$ cat src/rtl/modular_addsub_pipe_pkg.sv
// modular_addsub_pipe_pkg: shared moduli, lane geometry, mode encoding and Kyber half correction
package modular_addsub_pipe_pkg;
  localparam int LW = 24;
  localparam int HW = 12;
  localparam int KYBER_Q = 3329;
  localparam int DIL_Q = 8380417;
  typedef enum logic [1:0] {MODE_KADD, MODE_KSUB, MODE_DADD, MODE_DSUB} mode_t;
  function automatic logic [HW-1:0] kfix(input logic [HW:0] s, input logic sub, input logic [HW:0] q);
    return sub ? (s[HW] ? s[HW-1:0] + q[HW-1:0] : s[HW-1:0])
               : (s >= q ? s[HW-1:0] - q[HW-1:0] : s[HW-1:0]);
  endfunction
endpackage

$ cat src/rtl/modular_addsub_pipe_lane.sv
// modadd_lane: one 24-bit lane, stage-1 raw add/sub with range flag, stage-2 modular correction
module modadd_lane
  import modular_addsub_pipe_pkg::*;
#(
  parameter int KQ = KYBER_Q,
  parameter int DQ = DIL_Q
) (
  input  logic          clk,
  input  logic          rst,
  input  logic          en,
  input  logic [1:0]    mode,
  input  logic [LW-1:0] a,
  input  logic [LW-1:0] b,
  output logic [LW-1:0] sum,
  output logic          oor
);
  localparam logic [HW:0] KQ1 = (HW+1)'(KQ);
  localparam logic [LW:0] DQ1 = (LW+1)'(DQ);
  logic [HW:0] hs, ls;
  logic [LW:0] ds;
  logic [2*HW+1:0] raw, r1;
  logic [1:0] m1;
  logic o1, rng;
  logic [LW-1:0] fix;
  always_comb begin
    hs = mode[0] ? {1'b0, a[LW-1:HW]} - {1'b0, b[LW-1:HW]} : {1'b0, a[LW-1:HW]} + {1'b0, b[LW-1:HW]};
    ls = mode[0] ? {1'b0, a[HW-1:0]} - {1'b0, b[HW-1:0]} : {1'b0, a[HW-1:0]} + {1'b0, b[HW-1:0]};
    ds = mode[0] ? {1'b0, a} - {1'b0, b} : {1'b0, a} + {1'b0, b};
    raw = mode[1] ? {1'b0, ds} : {hs, ls};
    rng = mode[1] ? ({1'b0, a} >= DQ1 || {1'b0, b} >= DQ1)
                  : ({1'b0, a[LW-1:HW]} >= KQ1 || {1'b0, a[HW-1:0]} >= KQ1 ||
                     {1'b0, b[LW-1:HW]} >= KQ1 || {1'b0, b[HW-1:0]} >= KQ1);
  end
  always_comb begin
    fix = m1[1] ? (m1[0] ? (r1[LW] ? r1[LW-1:0] + DQ1[LW-1:0] : r1[LW-1:0])
                         : (r1[LW:0] >= DQ1 ? r1[LW-1:0] - DQ1[LW-1:0] : r1[LW-1:0]))
                : {kfix(r1[2*HW+1:HW+1], m1[0], KQ1), kfix(r1[HW:0], m1[0], KQ1)};
  end
  always_ff @(posedge clk) begin
    if (!rst) begin
      m1 <= '0;
      r1 <= '0;
      o1 <= 1'b0;
      sum <= '0;
      oor <= 1'b0;
    end else if (en) begin
      m1 <= mode;
      r1 <= raw;
      o1 <= rng;
      sum <= fix;
      oor <= o1;
    end
  end
endmodule

$ cat src/rtl/modular_addsub_pipe.sv
// modular_addsub_pipe: multi-lane Kyber/Dilithium modular add/sub, 2-stage valid/ready pipeline with A delay line
module modular_addsub_pipe
  import modular_addsub_pipe_pkg::*;
#(
  parameter int LANES = 4,
  parameter int DLY   = 6,
  parameter int TAG_W = 8,
  parameter int KQ    = KYBER_Q,
  parameter int DQ    = DIL_Q
) (
  input  logic                clk,
  input  logic                rst,
  input  logic                in_valid,
  output logic                in_ready,
  input  logic [1:0]          in_mode,
  input  logic                in_sel_dly,
  input  logic [LW*LANES-1:0] in_a,
  input  logic [LW*LANES-1:0] in_b,
  input  logic [TAG_W-1:0]    in_tag,
  output logic                out_valid,
  input  logic                out_ready,
  output logic [LW*LANES-1:0] out_sum,
  output logic [TAG_W-1:0]    out_tag,
  output logic [LANES-1:0]    out_oor
);
  logic en, acc, v1;
  logic [TAG_W-1:0] t1;
  logic [LW*LANES-1:0] dl [DLY];
  logic [LW*LANES-1:0] a_op;
  assign en = ~out_valid | out_ready;
  assign in_ready = en;
  assign acc = in_valid & en;
  assign a_op = in_sel_dly ? dl[DLY-1] : in_a;
  always_ff @(posedge clk) begin
    if (!rst) begin
      v1 <= 1'b0;
      t1 <= '0;
      out_valid <= 1'b0;
      out_tag <= '0;
      for (int i = 0; i < DLY; i++) dl[i] <= '0;
    end else begin
      if (en) begin
        v1 <= in_valid;
        t1 <= in_tag;
        out_valid <= v1;
        out_tag <= t1;
      end
      if (acc) begin
        dl[0] <= in_a;
        for (int i = 1; i < DLY; i++) dl[i] <= dl[i-1];
      end
    end
  end
  for (genvar g = 0; g < LANES; g++) begin : g_lane
    modadd_lane #(.KQ(KQ), .DQ(DQ)) u_lane (
      .clk (clk),
      .rst (rst),
      .en  (en),
      .mode(in_mode),
      .a   (a_op[LW*g +: LW]),
      .b   (in_b[LW*g +: LW]),
      .sum (out_sum[LW*g +: LW]),
      .oor (out_oor[g])
    );
  end
endmodule
$ cat config.mk
export PLATFORM = sky130hd
export DESIGN_NAME = modular_addsub_pipe
export DESIGN_NICKNAME = d
export VERILOG_FILES = /design/src/rtl/modular_addsub_pipe_pkg.sv /design/src/rtl/modular_addsub_pipe_lane.sv /design/src/rtl/modular_addsub_pipe.sv
export SDC_FILE = /design/constraint.sdc
export NUM_CORES = 2
export LEC_CHECK = 0
export CORE_MARGIN = 2
export CORE_UTILIZATION = 52
export DETAILED_ROUTE_END_ITERATION = 8
export PLACE_DENSITY = 0.72
export SYNTH_ARGS = -nofsm -noshare
export SYNTH_HDL_FRONTEND = slang
export SYNTH_SLANG_ARGS = --single-unit
$ cat constraint.sdc
create_clock -name clk -period 32.8 [get_ports clk]
set_input_delay 6.56 -clock clk [delete_from_list [all_inputs] [get_ports clk]]
set_output_delay 6.56 -clock clk [all_outputs]
set_load 0.05 [all_outputs]
# --- After elaboration in Yosys (flattened, before gate mapping) ---
# Memories as Yosys holds them, arrays and structs flattened.
# Index checks and enable logic that the tools add are counted.
word_totals:
  mem_count: 1
  ff_bits: 228
  ramBits: 576
  word_cells: 202
op_classes:
  n_addsub: 48
  muxes: 71
  bitwise: 9
  magnitude_cmp: 36
  n_reduce_logical: 16
memory_table:
  columns: ["memory", "depth", "width", "rd", "rd_clocked_by_memory_dff", "wr", "line_no", "text"]
  rows:
  - ["dl", 6, 96, 6, 0, 6, "modular_addsub_pipe.sv:28", "logic [LW*LANES-1:0] dl [DLY];"]
ops:
  columns: ["operator", "n"]
  rows:
  - ["2-to-1 mux 96 bit", 7]
  - ["2-to-1 mux 24 bit", 16]
  - ["2-to-1 mux 12 bit", 24]
  - [">= comparator 12 bit, second input constant", 16]
  - [">= comparator 24 x 23 -> 1 bit, second input constant", 8]
  - ["adder 12 x 12 -> 13 bit", 8]
  - [">= comparator 13 x 12 -> 1 bit, second input constant", 8]
  - ["2-to-1 mux 13 bit", 8]
  - ["2-to-1 mux 26 bit", 4]
  - ["subtractor 12 x 12 -> 13 bit", 8]
  - ["adder 24 x 24 -> 25 bit", 4]
  - [">= comparator 25 x 23 -> 1 bit, second input constant", 4]
  - ["2-to-1 mux 25 bit", 4]
  - ["subtractor 24 x 24 -> 25 bit", 4]
  - ["adder 12 bit, second input constant", 8]
  - ["adder 24 x 23 -> 24 bit, second input constant", 4]
  - ["subtractor 12 bit, second input constant", 8]
  - ["subtractor 24 x 23 -> 24 bit, second input constant", 4]
  - ["logical OR 1 bit", 16]
  - ["2-to-1 mux 1 bit", 8]
  - ["OR 1 bit", 7]
  - ["bitwise AND 1 bit", 1]
  - ["inverter 1 bit", 1]

# --- Longest topological paths before layout ---
logic_depth:
  word_depth: 7
  ltp_mapped: 18

# --- By module ---
# A second synthesis with hierarchy kept.
unflattened:
  hier_cells: 5069
  area_unflattened_um2: 53344.9
by_module_without_submodules:
  columns: ["module", "cells_per_inst", "seq_area_each_um2", "area_per_inst_um2", "n_inst"]
  rows:
  - ["modular_addsub_pipe", 1457, 17656.9, 27451.3, 1]
  - ["modadd_lane (g_lane[0].u_lane ...)", 889, 1081.0, 6377.4, 2]
  - ["modadd_lane (g_lane[3].u_lane)", 958, 1081.0, 6844.1, 1]
  - ["modadd_lane (g_lane[2].u_lane)", 876, 1081.0, 6294.8, 1]

# --- Least setup slack after synthesis ---
# Ideal clock, no wire load.
synth_path:
  kind: "input to register"
  from: "input port out_ready"
  to: "memory dl[0][0] in the netlist's numbering (enable)"
  setup_slack_ns: 12.333
  cell_stages: 5
  setup_ns: 4.069
  required_time_ns: 28.731
  arrival_time_ns: 16.398
  path_cell_list: "nor2b_1 -> clkbuf_1 -> clkinv_1 -> nand2_1 -> nand2_1"
synth_rtl:
  columns: ["element", "line_no", "text"]
  rows:
  - ["start, declared", "modular_addsub_pipe.sv:21", "input logic out_ready,"]
  - ["end, declared", "modular_addsub_pipe.sv:28", null]

# --- Final worst setup path ---
layout_path:
  from: "input port out_ready"
  to: "output port in_ready"
layout_between:
  elab_chain_len: 1
layout_lines:
  columns: ["element", "line_no", "text"]
  rows:
  - ["OR 1 bit", "modular_addsub_pipe.sv:30", "assign en = ~out_valid | out_ready;"]
  - ["end, declared", "modular_addsub_pipe.sv:14", "output logic in_ready,"]
# No other way between the ends.

==> impl_results.md <==
- Yosys warns: 0
- P&R area growth vs syn: 14.2%
- Max clock buf depth: 3
- CTS tree: built
- Worst R2R Start: out_valid
- Area of the multi-input gates: 23800 um^2
- Overall Power: 3.11 mW
- Yosys cell types: 87
- Final Critical Period: 15.15 ns
- Required time worst endpoint: 26.24 ns
- Total negative slack: 0 ns
- Most numerous cell on the critical path: clkdlybuf4s50_1
- Clock insertion delay at the later pin of the skew report: 0.66 ns
- Fillers: 7622
- Most frequent cells in the layout: 593 x and2_1, 576 x edfxtp_1, 389 x a21oi_1
- CP max stage delay: 0.76 ns
- Crit path cell chain: clkdlybuf4s50_1 -> nor2b_4 -> buf_12 -> inv_6 -> clkdlybuf4s50_1
- Placed cell area: 51100 um^2
- Final wirelength: 131000 um
- Final setup fails: 0
- Worst path bufs/invs: 4
- WS Path Type: input port to primary output
- Final worst slack: 17.65 ns
- Share of the synthesized area in the top cell type: 0.365
- Global-route wire length before repair: 200000 um
- Commonest non-fill, non-tap cell in the layout: and2_1
- Final period utilization: 0.462
- Hold Crit Class: register to register
- Clock power share: 0.322
- Crit-path slowest cell: clkdlybuf4s50_1
- DIE HEIGHT: 306 um
- Synth Area in XOR/XNOR: 0.0677
- Leakage Power: 21.1 nW
- Max FO, Critical Path: 105
- Post-synthesis compound-gate area fraction: 0.149
- Ports: 317
- Max-slew violations: 0
- Slew HR: 0.217
- H-tree depth: 3
- Ranking of synthesized cells by area: edfxtp_1 37%, dfxtp_1 9.6%, and2_1 7.8%
- Sw frac: 0.323
- Largest family of logic cells by synthesized area: simple AND/OR/NAND/NOR gates
- Kind of cell adding the most delay to the critical path: buffers and inverters
- Post-DP HPWL: 95300 um
- Register area: 21900 um^2
- CTS resizes: 0
- PD cells: 57.6 nW/um^2
- Hold Violations, Final: 0
- Fmax: 66.0 MHz
- DR vias: 37100
- Total track usage: 0.273
- Number of global-route vias before repair: 33435
- Max-cap viol count: 0
- Clock transition at the registers of the reported paths: 0.05 ns
- Share of post-route cells with drive strength above 1: 0.0516
- Post-synthesis sequential element count: 804
- Die Area: 93500 um^2
- Non-filler cells, final: 6289
- NetSw: 1.01 mW
- Mux cell area share after synthesis: 0.0289
- Syn nets: 5321
- Num rows: 110
- Min-delay src: g_lane[0].u_lane.sum[3]
- # port buffers: 316
- Die width: 306 um
- Sequential share of power: 0.417
- Peak VDD IR: 0.0474 mV
- DR WL/cell: 20.8 um
- DRC Markers: 0
- Largest net degree at the start of global routing: 193
- CTS Buf Count: 84
- Largest area contributor in the netlist: edfxtp_1
- Adder-Cell Fraction of Synth Area: 0.0562
- CP Launch Point: out_ready
- Final net count: 5449
- Synth Instances: 4906
- Cell Area, Synth: 47400 um^2
- Root Buffer: clkbuf_16
- Most frequently used flop master after synthesis: edfxtp_1
- Comb power frac: 0.261
- Final Skew: 0.0222 ns
- Seq/Total Area, Yosys: 0.462
- Synth Area in Simple Gates: 0.200
- DR iter-0 viols: 3780
- DRT Pass-1 Iters: 6
- Pint: 2.11 mW
- RSZ-0062 raised after global routing: no
- Starting density of the core: 0.525
- Core area: 90100 um^2
- Avg Inst Size Synth: 9.65 um^2
- Status: complete, no violations
- RePlAce Congestion: 0.982
- Cells after DPL: 6124
- Worst Tran Pin Value: 1.17 ns
- Post-route cell area: 54100 um^2
- Final antenna-violating net count: 0
- Arrival @ worst endpoint: 8.59 ns
- Setup crit start kind: input port
- Setup bufs post-CTS: 0
- GRT overflow: 0
- Crit. End Element: primary output
- Drt via density: 5.90
- Post-synth EDFFs: 576
- Pre-CTS WS: 17.63 ns
- CTS Sinks: 804
- Hold Buf Count CTS: 0
- Synth async-reset ratio: 0
- Antenna violations before repair: 35
==> layout make-up <==
class	instances	area share
multi-input combinational	3652	0.440
sequential	804	0.404
timing repair buffer	348	0.0632
clock buffer	102	0.0419
tap	1176	0.0272
clock inverter	51	0.0122
inverter	144	0.0101
antenna	12	0.000555
==> routing by layer <==
| metal | vias up | part of all wire | global-route usage |
|---|---|---|---|
| met5 | - | 0.0026 | 0 |
| met4 | 48 | 0.018 | 0.0643 |
| met3 | 167 | 0.087 | 0.0577 |
| met2 | 1314 | 0.41 | 0.378 |
| met1 | 17677 | 0.48 | 0.431 |
| li1 | 17894 | - | - |
==> cells in the mapped netlist, drive strengths merged (11+ instances only) <==
master and count:
and2 595, edfxtp 576, a21oi 389, nor2 363, nand2 358, clkbuf 254, xnor2 242, o21ai 235
dfxtp 228, ha 200, inv 141, xor2 124, nor3 109, nand3 95, mux2i 87, a21o 64
a211oi 59, a31oi 56, buf 52, nand4 50, nor4 48, mux2 44, nand2b 37, o22ai 36
o221ai 33, o21a 29, or3 29, or2 27, nor2b 26, and3 24, o211ai 22, a22oi 21
a32oi 21, a221oi 19, o31ai 18, o21bai 16, nor3b 13, a41oi 12, or4 12, a311oi 11
o41ai 11
==> kinds of logic (layout without fill, tap and decap cells) <==
group / after synthesis / count (layout)
simple gates: 1818 / 1818
compound gates: 1129 / 1129
flops: 804 / 804
buf+inv: 450 / 645
xor+xnor: 366 / 366
fa+ha+maj: 208 / 208
mux: 131 / 131
other cells: 0 / 12
==> worst paths after layout <==
path / slack, ns / cells after the start / end
max reg2reg: 28.36 / 9 / dl[0][94]
max: 17.65 / 5 / in_ready
min reg2reg: 0.45 / 2 / g_lane[0].u_lane.sum[3]
min: 0.45 / 2 / g_lane[0].u_lane.sum[3]
==> power by group through the flow <==
stage	clock, mW	combinational (mW)	sequential, mW
4_1_cts	1.02	0.803	1.30
2_1_floorplan	0	0.530	1.35
5_1_grt	1.06	0.884	1.31
3_5_place_dp	0	0.799	1.32
3_3_place_gp	0	0.791	1.31
6_report	1.00	0.812	1.30
==> flip-flops by register name, summed over array words and instances (netlist names) <==
| register | flops |
|---|---|
| out_tag | 8 |
| g_lane.u_lane.oor | 4 |
| g_lane.u_lane.sum | 96 |
| g_lane.u_lane.o1 | 4 |
| t1 | 8 |
| dl | 576 |
| v1 | 1 |
| g_lane.u_lane.r1 | 104 |
| g_lane.u_lane.m1 | 2 |
| out_valid | 1 |
==> stage by stage <==
step                       util  hold slack, ns
final                     0.600           0.448
after CTS                 0.599           0.451
after floorplan               -           0.427
after global placement    0.567           0.436
after global routing      0.600           0.473
after detailed placement  0.567           0.441
==> worst reg2reg max path, cell delays in order, from the launching register on <==
cell     delay (ns)
dfxtp_1        0.32
nor2b_4        0.13
buf_12         0.22
inv_6          0.32
nand2_1        0.26
nor2_4         0.33
buf_4          0.67
buf_4          0.82
buf_4          0.85
and2_1         0.36
Power figures use the tool's default switching activity.
